===== config.mk =====
export PLATFORM = sky130hd
export DESIGN_NAME = mc_controller
export DESIGN_NICKNAME = d
export VERILOG_FILES = /design/src/rtl/mc_pkg.sv /design/src/rtl/cond_check.sv /design/src/rtl/mc_controller.sv
export SDC_FILE = /design/constraint.sdc
export NUM_CORES = 1
export LEC_CHECK = 0
export ABC_AREA = 0
export CORE_MARGIN = 4
export CORE_UTILIZATION = 34
export DETAILED_ROUTE_END_ITERATION = 7
export PLACE_DENSITY = 0.77
export SLEW_MARGIN = 25
export SYNTH_ARGS = -nofsm -noshare
export SYNTH_HDL_FRONTEND = slang
export SYNTH_SLANG_ARGS = --single-unit

===== constraint.sdc =====
create_clock -name Clock -period 1.5 [get_ports Clock]
set_input_delay 0.225 -clock Clock [delete_from_list [all_inputs] [get_ports Clock]]
set_output_delay 0.225 -clock Clock [all_outputs]
set_load 0.02 [all_outputs]

===== src/rtl/mc_pkg.sv =====
// mc_pkg: shared encodings for the multicycle control unit
// Holds the FSM state encoding, Op values, ALU codes, branch condition codes,
// write-data/result select constants and the special Funct values.
package mc_pkg;
    typedef enum logic [2:0] {
        S_FETCH  = 3'd0,
        S_DECODE = 3'd1,
        S_EX_DP  = 3'd2,
        S_EX_SH  = 3'd3,
        S_MEM_RD = 3'd4,
        S_MEM_WR = 3'd5,
        S_BRANCH = 3'd6,
        S_HALT   = 3'd7
    } state_t;

    localparam logic [1:0] OP_DP  = 2'b00;
    localparam logic [1:0] OP_SH  = 2'b01;
    localparam logic [1:0] OP_MEM = 2'b10;
    localparam logic [1:0] OP_BR  = 2'b11;

    localparam logic [2:0] ALU_ADD   = 3'b000;
    localparam logic [2:0] ALU_SUB   = 3'b001;
    localparam logic [2:0] ALU_AND   = 3'b010;
    localparam logic [2:0] ALU_ORR   = 3'b011;
    localparam logic [2:0] ALU_EOR   = 3'b100;
    localparam logic [2:0] ALU_PASSA = 3'b101;

    localparam logic [2:0] COND_AL = 3'b000;
    localparam logic [2:0] COND_EQ = 3'b001;
    localparam logic [2:0] COND_NE = 3'b010;
    localparam logic [2:0] COND_LT = 3'b011;
    localparam logic [2:0] COND_GE = 3'b100;
    localparam logic [2:0] COND_CS = 3'b101;
    localparam logic [2:0] COND_BL = 3'b110;

    localparam logic [1:0] WD_RESULT = 2'b00;
    localparam logic [1:0] WD_PC     = 2'b01;
    localparam logic [1:0] WD_RDATA  = 2'b10;

    localparam logic [1:0] RS_ALU   = 2'b00;
    localparam logic [1:0] RS_SHIFT = 2'b01;
    localparam logic [1:0] RS_IMM   = 2'b10;

    localparam logic [2:0] FN_LDI  = 3'b111;
    localparam logic [2:0] FN_CMP  = 3'b111;
    localparam logic [2:0] FN_HALT = 3'b111;
endpackage


===== src/rtl/cond_check.sv =====
// cond_check: branch condition evaluation on the architectural NZCV register
// Ports: FlagReg (NZCV in), Funct (condition code in), Taken (condition true out).
module cond_check
    import mc_pkg::*;
(
    input  logic [3:0] FlagReg,
    input  logic [2:0] Funct,
    output logic       Taken
);
    logic n, z, c, v;
    assign {n, z, c, v} = FlagReg;
    always_comb begin
        Taken = 1'b0;
        case (Funct)
            COND_AL: Taken = 1'b1;
            COND_EQ: Taken = z;
            COND_NE: Taken = !z;
            COND_LT: Taken = n ^ v;
            COND_GE: Taken = !(n ^ v);
            COND_CS: Taken = c;
            COND_BL: Taken = 1'b1;
            default: Taken = 1'b0;
        endcase
    end
endmodule


===== src/rtl/mc_controller.sv =====
// mc_controller: FETCH/DECODE/EXECUTE sequencer and NZCV flag register
// Ports: Clock, Reset (sync, active-low); Op/Funct decoded instruction fields;
// Flags live ALU NZCV; datapath enables/selects out; FlagReg architectural NZCV;
// State current FSM state; Halted high in HALT.
module mc_controller
    import mc_pkg::*;
(
    input  logic       Clock,
    input  logic       Reset,
    input  logic [1:0] Op,
    input  logic [2:0] Funct,
    input  logic [3:0] Flags,
    output logic       PCWrite,
    output logic       AdrSrc,
    output logic       MemWrite,
    output logic       IRWrite,
    output logic       WriteASrc,
    output logic       ALUSrcA,
    output logic       ALUSrcB,
    output logic       RegWrite,
    output logic       RegSrc,
    output logic [1:0] WriteDSrc,
    output logic [1:0] ResultSrc,
    output logic [2:0] ALUControl,
    output logic [2:0] ShiftType,
    output logic [3:0] FlagReg,
    output logic [2:0] State,
    output logic       Halted
);
    state_t     state_q, state_d;
    logic [3:0] flag_q;
    logic       taken;

    cond_check u_cond (
        .FlagReg(flag_q),
        .Funct  (Funct),
        .Taken  (taken)
    );

    always_ff @(posedge Clock) begin
        if (!Reset) begin
            state_q <= S_FETCH;
            flag_q  <= 4'b0000;
        end else begin
            state_q <= state_d;
            if (state_q == S_EX_DP)
                flag_q <= Flags;
        end
    end

    // Everything is decoded only while out of reset, so an asserted Reset
    // suppresses every enable and select in the same cycle.
    always_comb begin
        state_d    = state_q;
        PCWrite    = 1'b0;
        AdrSrc     = 1'b0;
        MemWrite   = 1'b0;
        IRWrite    = 1'b0;
        WriteASrc  = 1'b0;
        ALUSrcA    = 1'b0;
        ALUSrcB    = 1'b0;
        RegWrite   = 1'b0;
        RegSrc     = 1'b0;
        WriteDSrc  = WD_RESULT;
        ResultSrc  = RS_ALU;
        ALUControl = ALU_ADD;
        ShiftType  = 3'b000;
        Halted     = 1'b0;
        if (Reset) begin
            case (state_q)
                S_FETCH: begin
                    IRWrite = 1'b1;
                    ALUSrcA = 1'b1;
                    ALUSrcB = 1'b1;
                    PCWrite = 1'b1;
                    state_d = S_DECODE;
                end
                S_DECODE:
                    state_d = Op == OP_DP  ? S_EX_DP :
                              Op == OP_SH  ? S_EX_SH :
                              Op == OP_MEM ? (Funct[0] ? S_MEM_WR : S_MEM_RD) :
                              (Funct == FN_HALT ? S_HALT : S_BRANCH);
                S_EX_DP: begin
                    ALUControl = Funct == FN_CMP ? ALU_SUB : Funct;
                    RegWrite   = Funct != FN_CMP;
                    state_d    = S_FETCH;
                end
                S_EX_SH: begin
                    ShiftType = Funct == FN_LDI ? 3'b000 : Funct;
                    ResultSrc = Funct == FN_LDI ? RS_IMM : RS_SHIFT;
                    RegWrite  = 1'b1;
                    state_d   = S_FETCH;
                end
                S_MEM_RD: begin
                    AdrSrc     = 1'b1;
                    ALUControl = ALU_PASSA;
                    RegWrite   = 1'b1;
                    WriteDSrc  = WD_RDATA;
                    state_d    = S_FETCH;
                end
                S_MEM_WR: begin
                    AdrSrc     = 1'b1;
                    ALUControl = ALU_PASSA;
                    MemWrite   = 1'b1;
                    state_d    = S_FETCH;
                end
                S_BRANCH: begin
                    PCWrite   = taken;
                    ResultSrc = taken ? RS_IMM : RS_ALU;
                    // BL links the PC already advanced by FETCH into R7.
                    RegWrite  = taken && Funct == COND_BL;
                    WriteASrc = taken && Funct == COND_BL;
                    WriteDSrc = taken && Funct == COND_BL ? WD_PC : WD_RESULT;
                    state_d   = S_FETCH;
                end
                S_HALT: begin
                    Halted  = 1'b1;
                    state_d = S_HALT;
                end
                default: state_d = S_FETCH;
            endcase
            // Store data comes from Rd, so the register-file read port is
            // steered from DECODE onwards to have it ready in MEM_WR.
            RegSrc = state_q != S_FETCH && Op == OP_MEM && Funct[0];
        end
    end

    assign FlagReg = flag_q;
    assign State   = state_q;
endmodule

# Yosys cells after proc, flatten, opt, wreduce, memory -nomap -nowiden
# Index checks and enable logic that the tools add are counted.
[classes]
eq_ne = 17
mux = 35
bitwise = 1
reduce_logical = 13
[ops]
columns = ["op", "count"]
rows = [
  ["equality test 3 bit (second input constant)", 8],
  ["2-to-1 mux 3 bit", 7],
  ["2-to-1 mux 1 bit", 16],
  ["equality test 3 x 2 -> 1 bit (second input constant)", 4],
  ["one-hot mux 3 bit (4 select lines)", 1],
  ["2-to-1 mux 2 bit", 5],
  ["one-hot mux 2 bit (2 select lines)", 2],
  ["equality test 3 x 1 -> 1 bit (second input constant)", 2],
  ["zero test 3 bit", 2],
  ["one-hot mux 1 bit (6 select lines)", 1],
  ["one-hot mux 3 bit (2 select lines)", 1],
  ["OR reduction 2 bit", 3],
  ["OR reduction 5 bit", 1],
  ["logical AND 1 bit", 3],
  ["!= test 3 bit (second input constant)", 1],
  ["one-hot mux 1 bit (3 select lines)", 1],
  ["nonzero test 3 bit", 1],
  ["equality test 2 x 1 -> 1 bit (second input constant)", 1],
  ["equality test 2 bit (second input constant)", 1],
  ["zero test 1 bit", 2],
  ["zero test 2 bit", 1],
  ["one-hot mux 1 bit (2 select lines)", 1],
  ["XOR 1 bit", 1],
]
[totals]
reg_bits = 7
inputBits = 11
output_inout_bits = 27
wordCells = 68

# Depth between registers and ports, before layout
# Gate-level depths: netlist of the first run.
[logic_depth]
word_depth = 7
mapped_depth = 5

# Modules after synthesis
# From an unflattened synthesis of the first run, not the netlist that was laid out.
[hier_totals]
hier_cells = 82
hier_area_um2 = 618.1
[modules_own_cells]
columns = ["module", "instances", "cells_per_inst", "area_each_um2", "seq_area_each_um2"]
rows = [
  ["mc_controller", 1, 74, 559.3, 140.1],
  ["cond_check", 1, 8, 58.8, 0.0],
]

# Worst setup path before layout of the first run
# OpenSTA, ideal clock, no wires.
[synth_timing]
kind = "flip-flop to output port"
start = "register state_q[0] (netlist: State[0])"
end = "output port ALUSrcB"
t_arrival_ns = 1.606
required_ns = 1.275
setup_slack_ns = -0.331
stages_incl_launch_ff = 5
cell_sequence = "dfxtp_1 -> buf_2 -> nand2b_1 -> nor3_1 -> buf_4"
[synth_between]
elab_chain_cells = 3
[synth_rtl]
columns = ["item", "line_no", "source"]
rows = [
  ["start: declaration", "mc_controller.sv:30", "state_t state_q, state_d;"],
  ["start signal: assignment", "mc_controller.sv:45", "state_q <= state_d;"],
  ["zero test 3 bit", "--", ""],
  ["2-to-1 mux 1 bit (2 in a row)", "--", ""],
  ["end: declaration", "mc_controller.sv:19", "output logic ALUSrcB,"],
]
# No other way between the ends.

# Final worst setup path of the first run
[layout_timing]
start = "register flag_q[2] (netlist: FlagReg[2])"
end = "output port PCWrite"
[layout_between]
elab_chain_cells = 4
[layout_rtl]
columns = ["item", "line_no", "source"]
rows = [
  ["start: declaration", "mc_controller.sv:31", "logic [3:0] flag_q;"],
  ["start signal: assignment", "mc_controller.sv:47", "flag_q <= Flags;"],
  ["zero test 1 bit", "cond_check.sv:17", "COND_NE: Taken = !z;"],
  ["one-hot mux 1 bit (6 select lines) *", "cond_check.sv:14", "case (Funct)"],
  ["one-hot mux 1 bit (2 select lines) *", "mc_controller.sv:70", "case (state_q)"],
  ["2-to-1 mux 1 bit *", "mc_controller.sv:69", "if (Reset) begin"],
  ["end: declaration", "mc_controller.sv:13", "output logic PCWrite,"],
]
# Mark *: on every way between the ends. The rest lies on a longest branch, timed or not.

==> results.toml, run 1 <==
[timing]
holdWs_ps = 575.8
fin_skew_ps = 7.478
period_needed_ps = 1792
worst_slack_ps = -291.7
finalHoldViolCount = 0
fin_crit_sh_pct = 119.4
setup_viol = 19
report.final.slew_viol_count = 0
slew_headroom_pct = 80.76
rsz0062_at_grt = "yes"
timing.fmax_ghz = 0.5581
max_slew.worst_pin.slew_ps = 286.4

[placed_design]
preCtsSetupSlack_ps = -814.6
post-dp-hpwl_um = 1823
gp_congestion = 0.8350
io_buffer_count = 37

[finish]
fill_cells = 64
layout_commonest_cell = "buf_4"
final_cell_mix = "buf_4, buf_6, nand2_1"
fin_nets = 162
antennaDiodeCount = 0
final_layout_size_suffix_gt1_share_pct = 62.67
syn2layout_area_growth_pct = 151.8

[power_and_ir_drop]
power_mw = 0.7893
powerDensity_nw_per_um2 = 556.7
ir_drop_uv = 493.8
leakage_nw = 0.6859

[clock_tree]
clockRootBuffer = "clkbuf_4"
ctsHoldBuffers = 0
cts.reportedPaths.clkPinSlew_ps = 60
clockBufferDepth = 2
clk_latency_ps = 280
clock-sinks = 7
htree_levels = 1
cts_tree = "built"
cts_buffers = 3

[min_path]
min_path_type = "in -> reg"
hp-start = "Flags[0]"
whs_endpoint = "FlagReg[0]"
hold_path_depth = 3

[global_routing]
antenna_found_initial = 0
grt_pass1_vias = 925
track_usage_pct = 23.71
grt_pass1_wl_um = 4347
grt_max_degree = 9
overflow = 0

[floorplan]
dieWidth_um = 48.70
die_area_um2 = 2371
fp-row-count = 14
start_util_pct = 36.53
ioPinCount = 38
core_area_um2 = 1541
fp.dieH_um = 48.70

[setup_path]
timing.rr.end = "FlagReg[1]"
cp_max_fo = 2
end_kind = "primary output"
worstPathCellList = "nor2b_1 -> a311oi_1 -> o31ai_1 -> buf_4 -> o31ai_2 -> buf_4"
critical_path.most_common_cell = "buf_4"
cp_top_family = "compound AO/OA/AOI/OAI gates"
crit_path_max_incr_delay_ps = 340
r2r-start = "State[2]"
worstPathRequired_ps = 1270
critPathLaunchType = "flop"
arrival_ps = 1570
worstSetupPathDepth = 6
r2r_cells = 8
r2r_setup_slack_ps = -100
crit_slowest_cell = "dfxtp_1"
cp_num_buf_inv = 2
crit_type = "reg -> out"

[routing]
antenna_left = 0
wirelength_um = 3508
initialDrtViolationCount = 24
dr.pass1.iters = 4
drc = 0
wl_per_cell_um = 21.13
vias = 929
routed-wl-met3_um = 199
vias_per_cell = 5.596
route.met2.wl_um = 1861
topRoutingLayerUsed = "met4"
met1_length_um = 1349

[job]
drv_cap = 0

[yosys]
synth.distinct_cells = 29
syn_nets = 89
avgSynthCellArea_um2 = 7.218
ys_warn_count = 0
ys_seq_area_share_pct = 24.89
ys_seq_elements = 7
synthCells = 78
syn_area_um2 = 563.0

[status]
status = "complete, but fails checks"
violations = "negative setup slack"
## registers in the layout, indices dropped and copies added (netlist names)
| signal | cells |
|---|---|
| State | 3 |
| FlagReg | 4 |
## cell usage after synthesis
master	number	area (um^2)
a21boi_0	1	7.510
a21oi_1	5	25.02
a311oi_1	1	8.760
a31o_2	1	8.760
a41o_2	1	11.26
and2_1	3	18.77
and3_1	1	6.260
and4_1	1	8.760
buf_2	4	20.02
buf_4	2	15.01
clkbuf_1	1	3.750
dfxtp_1	7	140.1
inv_1	2	7.510
mux2i_1	4	40.04
nand2_1	12	45.04
nand2b_1	1	6.260
nand3_1	2	10.01
nand4b_1	1	8.760
nor2_1	5	18.77
nor2b_1	6	37.54
nor3_1	4	20.02
nor3b_1	1	7.510
nor3b_4	1	18.77
nor4_1	2	12.51
o21a_1	1	7.510
o21ai_0	4	20.02
o21ai_1	1	5.000
o31ai_1	2	15.01
xor2_1	1	8.760
## cell families (layout without fill, tap and decap cells)
logic type,after synthesis,count (layout),share of synthesized area (%)
compound gates,17,17,19.33
xor+xnor,1,1,1.556
buf+inv,9,81,8.221
flops,7,7,24.89
mux,4,4,7.111
simple gates,40,40,38.89
## worst max-delay path by stage
stage	start	endpoint	slack (ps)
5_1_grt	FlagReg[2]	PCWrite	-420
4_1_cts	FlagReg[3]	PCWrite	-250
6_report	FlagReg[2]	PCWrite	-290
3_3_place_gp	Funct[2]	PCWrite	-770
2_1_floorplan	State[0]	ShiftType[1]	6
3_5_place_dp	Funct[2]	PCWrite	-810
## what timing repair did
action                     CTS  global route
resized for setup          123            38
setup endpoints to repair   27            21
buffers inserted             6             5
pin swaps                    9             9
## metrics by stage
step	area (um^2)	instances	utilization [%]	TNS, ps
2_1_floorplan	649.4	78	-	0
3_3_place_gp	1219	152	79.06	-12500
3_5_place_dp	1219	152	79.06	-13020
4_1_cts	1301	162	84.42	-951.8
5_1_grt	1418	166	91.96	-3037
6_report	1418	166	91.96	-2097
## area by class of cell
type | count | area, um^2 | area share (%)
repair buffers | 75 | 681.9 | 48.10
clock inverters | 1 | 5.005 | 0.3530
clock buffers | 3 | 22.52 | 1.589
multi-input cells | 62 | 526.8 | 37.16
well taps | 16 | 20.02 | 1.412
inverters | 2 | 7.507 | 0.5296
flip-flops and latches | 7 | 153.9 | 10.86
## metal layers
| layer | track usage, % | up-vias |
|---|---|---|
| met2 | 41.96 | 48 |
| met4 | 12.56 | 0 |
| met5 | 0 | - |
| met1 | 24.67 | 456 |
| met3 | 7.055 | 11 |
| li1 | - | 414 |
## worst register-to-register path, stage by stage, from the launching register on
cell and delay [ps]:
dfxtp_4 360, buf_6 130, nor3b_4 240, buf_4 170
buf_6 90, buf_6 80, buf_6 90, mux2i_1 230
nor2b_1 90
## report_power, final
part / leakage [nW] / switching (mW) / internal (mW) / total, mW
clock: 0.0177 / 0.0964 / 0.0990 / 0.195
sequential: 0.0600 / 0.0172 / 0.197 / 0.214
combinational: 0.608 / 0.192 / 0.188 / 0.380
No activity file was read; power rests on OpenSTA's default activity.
==> run 2: changes to the inputs <==
Settings changed: HOLD_SLACK_MARGIN from default to 0.12.
==> results of run 2 <==
Same layout as run 1: the final DEF is identical, and so are final timing and power.
==> run 3: changes to the inputs <==
Settings changed: ABC_AREA 0 to 1, CORE_UTILIZATION 34 to 35, PLACE_DENSITY 0.77 to 0.78.
==> results.toml, run 3 <==
[yosys]
synth_common_cells = "nand2_1, nor2_1, inv_1"
ys_warn_count = 0
ys_seq_elements = 7
yosysTopAreaCellShare_pct = 23.43
yosys.area.top_type = "dfxtp_1"
avgSynthCellArea_um2 = 5.538
synthTopCellsByArea = "dfxtp_1, nand2_1, nor2_1"
synthCells = 108
syn_nets = 119
ys_seq_area_share_pct = 23.43
async_flop_share_pct = 0
synth.distinct_cells = 17
synth_edf_count = 0
synthFlopType = "dfxtp_1"
yosysMostFrequentCell = "nand2_1"
syn_area_um2 = 598.1

[timing]
report.final.slew_viol_count = 0
tns_ps = -431.0
slew_headroom_pct = 84.71
fin_crit_sh_pct = 105.6
max_slew.worst_pin.slew_ps = 230.2
worst_slack_ps = -84.34
timing.fmax_ghz = 0.6312
rsz0062_at_grt = "yes"
period_needed_ps = 1584
finalHoldViolCount = 0
setup_viol = 7
fin_skew_ps = 5.965

[min_path]
min_path_type = "reg -> reg"

[floorplan]
ioPinCount = 38
dieWidth_um = 49.34
die_area_um2 = 2434
fp-row-count = 14
fp.dieH_um = 49.34
start_util_pct = 38.36
core_area_um2 = 1559

[clock_tree]
cts_buffers = 3
clk_latency_ps = 260
clockRootBuffer = "clkbuf_4"
cts.reportedPaths.clkPinSlew_ps = 60
clock-sinks = 7
cts_tree = "built"
clockBufferDepth = 2
htree_levels = 1

[finish]
final_cell_mix = "buf_4, nand2_1, nor2_1"
final_layout_size_suffix_gt1_share_pct = 55.62
fin_nets = 190
stdcell_area_um2 = 1335
multi_input_area_um2 = 478.0
antennaDiodeCount = 0
seq_area_um2 = 157.7
syn2layout_area_growth_pct = 123.2
finalNonFillerCells = 194
largest_register_ffs = 4
fill_cells = 96
layout_commonest_cell = "buf_4"

[routing]
drc = 0
initialDrtViolationCount = 54
vias_per_cell = 5.289
wirelength_um = 2968
dr.pass1.iters = 5
vias = 1026
antenna_left = 0
wl_per_cell_um = 15.30

[global_routing]
track_usage_pct = 21.66
grt_max_degree = 9
overflow = 0
grt_pass1_vias = 974
antenna_found_initial = 0
grt_pass1_wl_um = 4112

[setup_path]
cp_max_fo = 6
worstPathRequired_ps = 1270
worstPathCellList = "nand3_2 -> inv_2 -> nand2_2 -> nor3_2 -> buf_4"
crit_slowest_cell = "dfxtp_4"
crit_path_max_incr_delay_ps = 420
arrival_ps = 1360
critPathLaunchType = "flop"
crit_type = "reg -> out"
end_kind = "primary output"

[power_and_ir_drop]
p_int_mw = 0.5434
swShare_pct = 40.41
power_mw = 0.9118
leakage_nw = 0.6809
ir_drop_uv = 650.1
seqPwrFrac_pct = 26.1
powerDensity_nw_per_um2 = 683.0
pwr-share-comb_pct = 53.8
switching_power_mw = 0.3685
clkPwrFrac_pct = 20.1

[placed_design]
preCtsSetupSlack_ps = -727.5
post-place-cells = 187
gp_congestion = 0.8240
placed_cell_area_um2 = 1222
post-dp-hpwl_um = 1979
io_buffer_count = 37

[status]
violations = "negative setup slack"
status = "complete, but fails checks"

[job]
drv_cap = 0
==> run 3: cell count changes after synthesis, sizes merged, moves of 3 or more <==
cell,delta
and2,-3
nand2,+22
mux2i,-4
inv,+14
nand3,+7
nor2b,-6
nor2,+14
==> run 3: cell type report <==
cell class | instances | share of cell area, %
Multi-Input combinational cell | 81 | 35.80
Sequential cell | 7 | 11.81
Timing Repair Buffer | 70 | 43.86
Clock buffer | 4 | 1.968
Inverter | 16 | 5.061
Tap cell | 16 | 1.500
==> run 3: cells by family after synthesis <==
family,count (synthesis),share of synthesized area [%]
AOI/OAI and AO/OA,11,9.623
and+or+nand+nor,70,52.30
DFF,7,23.43
buffers and inverters,20,14.64
==> run 3: power by group through the flow <==
| stage | Sequential, mW | Clock (mW) | Combinational, mW |
|---|---|---|---|
| after floorplan | 0.249 | 0 | 0.174 |
| after global placement | 0.224 | 0 | 0.422 |
| after detailed placement | 0.225 | 0 | 0.432 |
| after CTS | 0.230 | 0.184 | 0.459 |
| after global routing | 0.241 | 0.199 | 0.524 |
| final | 0.238 | 0.183 | 0.491 |
==> run 3: critical path, delay by kind of cell, from the launching register on <==
kind          cells  cell delay, ps
buf+inv           2             280
simple gates      3             400
flops             1             420
==> run 3: what timing repair did <==
action,4_1_cts,5_1_grt
resized for setup,127,32
setup buffers,2,1
endpoints found under the setup margin,25,17
pin swaps,5,7
hold buffers,0,0
==> run 3: path summary, 6_finish.rpt <==
kind                    from            to  slack (ps)  depth (start not counted)
hold reg to reg   FlagReg[3]    FlagReg[3]         480                          2
hold / removal    FlagReg[3]    FlagReg[3]         480                          2
setup / recovery    State[1]  ShiftType[1]         -80                          5
setup reg to reg    State[2]      State[1]         380                          6
==> run 3: routing by layer <==
layer	up-vias	routed length, um	track usage, %
met5	-	0	0
met3	15	213	4.281
met2	61	1514	42.19
li1	481	-	-
met4	0	97	7.583
met1	469	1143	22.34
==> run 3: per-stage QoR <==
step | utilization (%) | hold WS [ps]
2_1_floorplan | - | 367.7
3_3_place_gp | 78.41 | 473.9
3_5_place_dp | 78.41 | 477.7
4_1_cts | 82.10 | 478.0
5_1_grt | 85.63 | 502.8
6_report | 85.63 | 478.1
